**config.mk**
```make
export PLATFORM = sky130hd
export DESIGN_NAME = uart_tx_fifo_arbiter
export DESIGN_NICKNAME = d
export VERILOG_FILES = /design/src/rtl/uart_tx_fifo_arbiter.sv
export SDC_FILE = /design/constraint.sdc
export NUM_CORES = 1
export LEC_CHECK = 0
export ABC_AREA = 1
export ABC_CLOCK_PERIOD_IN_PS = 1700
export CORE_ASPECT_RATIO = 1.1
export CORE_MARGIN = 3
export CORE_UTILIZATION = 44
export CTS_CLUSTER_DIAMETER = 150
export DETAILED_ROUTE_END_ITERATION = 16
export GPL_ROUTABILITY_DRIVEN = 0
export PLACE_DENSITY = 0.82
export RECOVER_POWER = 100
export SYNTH_ARGS = -nofsm -noshare
export SYNTH_HDL_FRONTEND = slang
export SYNTH_SLANG_ARGS = --single-unit
export TNS_END_PERCENT = 5
```
**constraint.sdc**
```tcl
create_clock -name clk -period 1.7 [get_ports clk]
set_input_delay 0.34 -clock clk [delete_from_list [all_inputs] [get_ports clk]]
set_output_delay 0.34 -clock clk [all_outputs]
set_load 0.02 [all_outputs]
```
**src/rtl/uart_tx_fifo_arbiter.sv**
```systemverilog
// Round-robin, packet-granular arbiter sharing one UART TX FIFO write port
// between N_REQ byte streams, with a stall watchdog that frees a dead grant.
module uart_tx_fifo_arbiter #(
  parameter int DATA_SIZE   = 8,
  parameter int N_REQ       = 4,
  parameter int STALL_LIMIT = 255,
  parameter int CNT_W       = 16
) (
  input  logic                       clk,
  input  logic                       reset_n,
  input  logic [N_REQ-1:0]           req_valid,
  input  logic [N_REQ*DATA_SIZE-1:0] req_data,
  input  logic [N_REQ-1:0]           req_last,
  output logic [N_REQ-1:0]           req_ready,
  input  logic                       fifo_full,
  output logic                       write_to_fifo,
  output logic [DATA_SIZE-1:0]       write_data_in,
  output logic [N_REQ-1:0]           grant,
  output logic                       busy,
  output logic                       abort_pulse,
  output logic [CNT_W-1:0]           pkt_count,
  output logic [CNT_W-1:0]           abort_count
);

  localparam int IW = $clog2(N_REQ);
  localparam int SW = $clog2(STALL_LIMIT + 1);

  typedef enum logic {IDLE, BUSY} state_e;

  state_e                          state_q, state_d;
  logic [N_REQ-1:0]                grant_q, grant_d;
  logic [IW-1:0]                   gidx_q, gidx_d;
  logic [IW-1:0]                   last_q, last_d;
  logic [SW-1:0]                   stall_q, stall_d;
  logic [CNT_W-1:0]                pkt_q, pkt_d;
  logic [CNT_W-1:0]                abc_q, abc_d;
  logic                            abp_q, abp_d;

  logic [N_REQ-1:0][DATA_SIZE-1:0] data_arr;
  logic                            sel_found;
  logic [IW-1:0]                   sel_idx;
  logic                            xfer;

  for (genvar i = 0; i < N_REQ; i++) begin : g_lane
    assign data_arr[i] = req_data[i*DATA_SIZE +: DATA_SIZE];
  end

  // Rotating priority: first valid requester after the previous owner.
  always_comb begin
    int cand;
    sel_found = 1'b0;
    sel_idx   = '0;
    cand      = 0;
    for (int k = 1; k <= N_REQ; k++) begin
      cand = int'(last_q) + k;
      if (cand >= N_REQ) cand = cand - N_REQ;
      if (!sel_found && req_valid[IW'(cand)]) begin
        sel_found = 1'b1;
        sel_idx   = IW'(cand);
      end
    end
  end

  always_comb begin
    state_d       = state_q;
    grant_d       = grant_q;
    gidx_d        = gidx_q;
    last_d        = last_q;
    stall_d       = stall_q;
    pkt_d         = pkt_q;
    abc_d         = abc_q;
    abp_d         = 1'b0;
    req_ready     = '0;
    write_to_fifo = 1'b0;
    write_data_in = '0;
    xfer          = 1'b0;
    case (state_q)
      IDLE: begin
        if (sel_found) begin
          state_d = BUSY;
          grant_d = {{(N_REQ-1){1'b0}}, 1'b1} << sel_idx;
          gidx_d  = sel_idx;
          stall_d = '0;
        end
      end
      BUSY: begin
        write_data_in     = data_arr[gidx_q];
        req_ready[gidx_q] = ~fifo_full;
        xfer              = req_valid[gidx_q] & ~fifo_full;
        write_to_fifo     = xfer;
        if (xfer) begin
          stall_d = '0;
          if (req_last[gidx_q]) begin
            state_d = IDLE;
            grant_d = '0;
            last_d  = gidx_q;
            pkt_d   = pkt_q + 1'b1;
          end
        end else if (!req_valid[gidx_q]) begin
          // A full FIFO alone never ages the watchdog; only a silent owner does.
          if (stall_q == SW'(STALL_LIMIT - 1)) begin
            state_d = IDLE;
            grant_d = '0;
            last_d  = gidx_q;
            stall_d = '0;
            abp_d   = 1'b1;
            abc_d   = abc_q + 1'b1;
          end else begin
            stall_d = stall_q + 1'b1;
          end
        end
      end
      default: state_d = IDLE;
    endcase
    if (!reset_n) begin
      req_ready     = '0;
      write_to_fifo = 1'b0;
    end
  end

  always_ff @(posedge clk) begin
    if (!reset_n) begin
      state_q <= IDLE;
      grant_q <= '0;
      gidx_q  <= '0;
      last_q  <= IW'(N_REQ - 1);
      stall_q <= '0;
      pkt_q   <= '0;
      abc_q   <= '0;
      abp_q   <= 1'b0;
    end else begin
      state_q <= state_d;
      grant_q <= grant_d;
      gidx_q  <= gidx_d;
      last_q  <= last_d;
      stall_q <= stall_d;
      pkt_q   <= pkt_d;
      abc_q   <= abc_d;
      abp_q   <= abp_d;
    end
  end

  assign grant       = grant_q;
  assign busy        = (state_q == BUSY);
  assign abort_pulse = abp_q;
  assign pkt_count   = pkt_q;
  assign abort_count = abc_q;

endmodule

```
After elaboration in Yosys (flattened, before gate mapping)
Index checks and enable logic that the tools add are counted.
W data, S select, Z words.
{ "classes": {"addsub": 11, "n_lt_le_gt_ge": 10, "eq_ne": 7, "shift": 1, "mux": 59, "bitwise": 7, "n_reduce_logical": 15} }
{ "ops": {"columns": ["op", "count"], "rows": [
  ["$mux W8", 6],
  ["$add A16 B1 Y16 const B", 2],
  ["$mux W4", 7],
  ["$mux W2", 12],
  ["$mux W1", 23],
  ["$bmux W8 S2", 1],
  ["$lt A2 B4 Y1 const B", 4],
  ["$pmux W8 S2", 1],
  ["$bmux W1 S2", 6],
  ["$reduce_and A4 Y1", 3],
  ["$ge A3 B3 Y1 const B", 3],
  ["$add A8 B1 Y8 const B", 1],
  ["$eq A8 B8 Y1 const B", 1],
  ["$pmux W4 S2", 1],
  ["$sub A2 B1 Y2 const B", 4],
  ["$add A2 B2 Y3 const B", 2],
  ["$ne A3 B2 Y1 const B", 2],
  ["$not A1 Y1", 5],
  ["$add A2 B3 Y4 const B", 1],
  ["$and A4 B4 Y4", 1],
  ["$ge A4 B3 Y1 const B", 1],
  ["$logic_and A1 B1 Y1", 4],
  ["$ne A2 B1 Y1 const B", 2],
  ["$reduce_and A2 Y1", 2],
  ["13 further kinds", 15]
]} }
{ "totals": {"register_bits": 50, "in_bits": 43, "out_inout_bits": 51, "elab_cells": 118} }

Depth between registers and ports, before layout
{ "logic_depth": {"word_depth": 19, "ltp_mapped": 15} }

Worst setup path before layout
No wires, ideal clock.
{ "synth_path": {"path_type": "register to output", "from": "register state_q, in the netlist busy", "to": "output write_data_in[0]", "arrival_time_ns": 1.429, "path_slack_ns": -0.069, "stages_incl_launch_ff": 6, "n_path_buf": 3, "cell_sequence": "dfxtp_1 -> buf_4 -> inv_1 -> buf_2 -> buf_2 -> a21oi_1"} }
{ "synth_between": {"elab_chain_len": 1} }
{ "synth_lines": {"columns": ["item", "line", "text"], "rows": [
  ["start: declaration", "30", "state_e state_q, state_d;"],
  ["start signal: assignment", "132", "state_q <= state_d;"],
  ["$mux W8", "77", "case (state_q)"],
  ["end: declaration", "17", "output logic [DATA_SIZE-1:0] write_data_in,"]
]} }
Every way passes these cells.

Final worst setup path
{ "layout_path": {"from": "register gidx_q[0]", "to": "output write_data_in[6]"} }
{ "layout_between": {"elab_chain_len": 3} }
{ "layout_lines": {"columns": ["item", "line", "text"], "rows": [
  ["start: declaration", "32", "logic [IW-1:0] gidx_q, gidx_d;"],
  ["start signal: assignment", "134", "gidx_q <= gidx_d;"],
  ["$bmux W8 S2", "87", "write_data_in = data_arr[gidx_q];"],
  ["$mux W8 (not written as such)", "87", null],
  ["$mux W8", "77", null]
]} }
Every way passes these cells. The select of a mux whose other input is x is not followed.

==> run summary <==
Placed Instances = 718
CTS tree = yes
I/O Buffers = 93
number of global-route vias before repair = 3786
vias per std cell = 5.36
grt ovf = 0
clock latency on the worst-skew pair = 0.31 ns
Hold Startpoint = grant[1]
Final Hold Viols = 0
1st-iter DRT viols = 303
FILL cells = 608
GRT Resource Usage Total = 22.6%
Cell Pwr Density = 622 nW/um2
clock tree sinks = 50
DR vias = 3949
max-slew violation count = 0
final core utilization = 67.9%
Max VDD drop = 362 uV
CP startpoint kind = flop
number of flops mapped to enable cells by yosys = 0
type of the worst min-delay path = reg -> reg
leading area contributor after synthesis = dfxtp_1
# diodes = 0
crit path from = gidx_q[0]
final setup TNS = -0.279 ns
I/O pin total = 94
CP Capture Type = primary output
NumNets Final = 698
die width = 89.2 um
Final period util = 105%
DRC Markers = 0
hold_buf cts = 0
Final setup viols = 12
most frequent cell after synthesis = nand2_1
post-synthesis async set-or-reset flop share = 0%
CP Class = reg -> out
setup ws final = -0.0842 ns
Die Ht = 97.5 um
status = complete, but fails checks
root buf cell = clkbuf_8
most frequent cells after synthesis = 143 x nand2_1, 50 x dfxtp_1, 49 x inv_1
post-route cell area = 4890 um2
Data required, critical path = 1.36 ns
Rel. slew slack = 72.1%
Warnings, synthesis = 0
CTS Buf Count = 5
core area = 7210 um2
count of cell types in the netlist = 41
Clock Path Buffers = 2
worst endpoint data arrival time = 1.44 ns
min cycle time layout = 1.78 ns
share of layout cells above drive strength 1 = 25.0%
sequential area share after synthesis = 29.9%
Post-DRT Antenna Nets = 0
die area = 8700 um2
R2R Path Start = gidx_q[0]
total wire length = 10.4 mm
H-tree depth = 2
1st-pass router iterations = 6
dpl hpwl = 7.47 mm
largest net degree at the start of global routing = 20
Max Fclk = 560 MHz
P&R area growth vs syn = 46.0%
first-pass GRT wire length = 16.3 mm
Final Skew = 0.00531 ns
Syn Area/Cell = 6.64 um2
Worst-Margin Slew = 0.415 ns
number of synthesized register bits = 50
RSZ-0062 raised after global routing = true
DP Area = 4660 um2
final std cells w/o fill = 737
syn nets = 552
CP max FO = 7
FP Rows = 32
antenna violations before repair = 0
clock slew at reported path FFs = 0.10 ns
Max-cap violations = 0
wire per inst = 14.1 um
failing checks = setup timing
area of the mapped netlist = 3350 um2
top-area cell type share of the netlist area = 29.9%
Syn Inst Count = 505
Min Hold Slack = 0.475 ns
initial core utilization = 46.5%
Lkg Pwr = 0.00212 uW
main flop type after synthesis = dfxtp_1
synth top area cells = dfxtp_1 30%, nand2_1 16%, a21oi_1 6.3%
-- sequential cells by signal, indices dropped and copies added, names as in the netlist --
signal	cells
gidx_q	2
abort_pulse	1
busy	1
stall_q	8
abort_count	16
last_q	2
grant	4
pkt_count	16
-- layout by cell type (no fill, tap or decap), drive strengths merged, types with 2 or more instances in the layout --
master and count:
a21oi 45, nand3 39, o21ai 15, nor3b 4, nand4 12, nand2 159, clkinvlp 4, nor3 23
inv 61, o211ai 3, nor2 37, xor2 14, clkbuf 20, ha 4, dlymetal6s2s 4, buf 62
xnor2 3, nor4 2, clkdlybuf4s50 40, clkinv 4, dlygate4sd2 26, a22oi 16, dfxtp 50
-- metrics by stage --
stage,setup WS (ns),total power (uW)
after floorplan,-0.0687,1780
after CTS,-0.120,2980
after detailed placement,-0.591,2210
final,-0.0842,3040
after global placement,-0.604,2190
after global routing,-0.154,3210
-- critical path, stage by stage (launching register included) --
cell and delay, ns:
dfxtp_4 0.42, inv_4 0.06, nand2_4 0.08, clkinvlp_4 0.10, buf_6 0.12, a22oi_2 0.12
a21oi_2 0.08, buf_6 0.13
-- worst paths after layout --
check	to	slack, ns	depth (start not counted)
worst min-delay path	grant[1]	0.48	2
worst min register to register	grant[1]	0.48	2
worst max register to register	pkt_count[6]	-0.01	14
worst max-delay path	write_data_in[6]	-0.08	7
-- logic make-up after synthesis --
group / share of synthesized area, %
DFF: 29.9
buffers and inverters: 10.2
xor gates and xnor gates: 4.44
adders and majority gates: 1.49
AOI/OAI and AO/OA: 13.9
and+or+nand+nor: 40.1
-- layer usage --
layer  GRT usage (%)  share of wire [%]  wire length, um  vias up
met5               0                  0                0        -
met4            6.99                1.6              165        0
met3            5.94                8.2              846       19
met2            41.1                 51             5320      158
met1            24.8                 39             4040     1823
li1                -                  -                -     1949
-- report_power, final --
| part | switching (uW) | total [uW] | internal (uW) |
|---|---|---|---|
| Combinational | 595 | 1060 | 468 |
| Sequential | 47.8 | 1250 | 1210 |
| Clock | 429 | 727 | 298 |
| Total | 1070 | 3040 | 1970 |
-- cell type report --
cell class                 instances  area, um2  area share (%)
clock buffer                       5       68.8            1.41
multi-input combinational        380       2150            43.9
tap                               85        106            2.17
timing repair inverter             2       12.5           0.256
clock inverter                     3       25.0           0.511
timing repair buffer             148       1240            25.3
inverter                          64        277            5.65
sequential                        50       1010            20.7
-- repair_timing --
item | in CTS | in global routing
buffers inserted | 3 | 5
endpoints found under the setup margin | 65 | 59
pin swaps | 6 | 12
cloned | 1 | 2
resized for setup | 110 | 51
(Power assumes the default switching activity.)
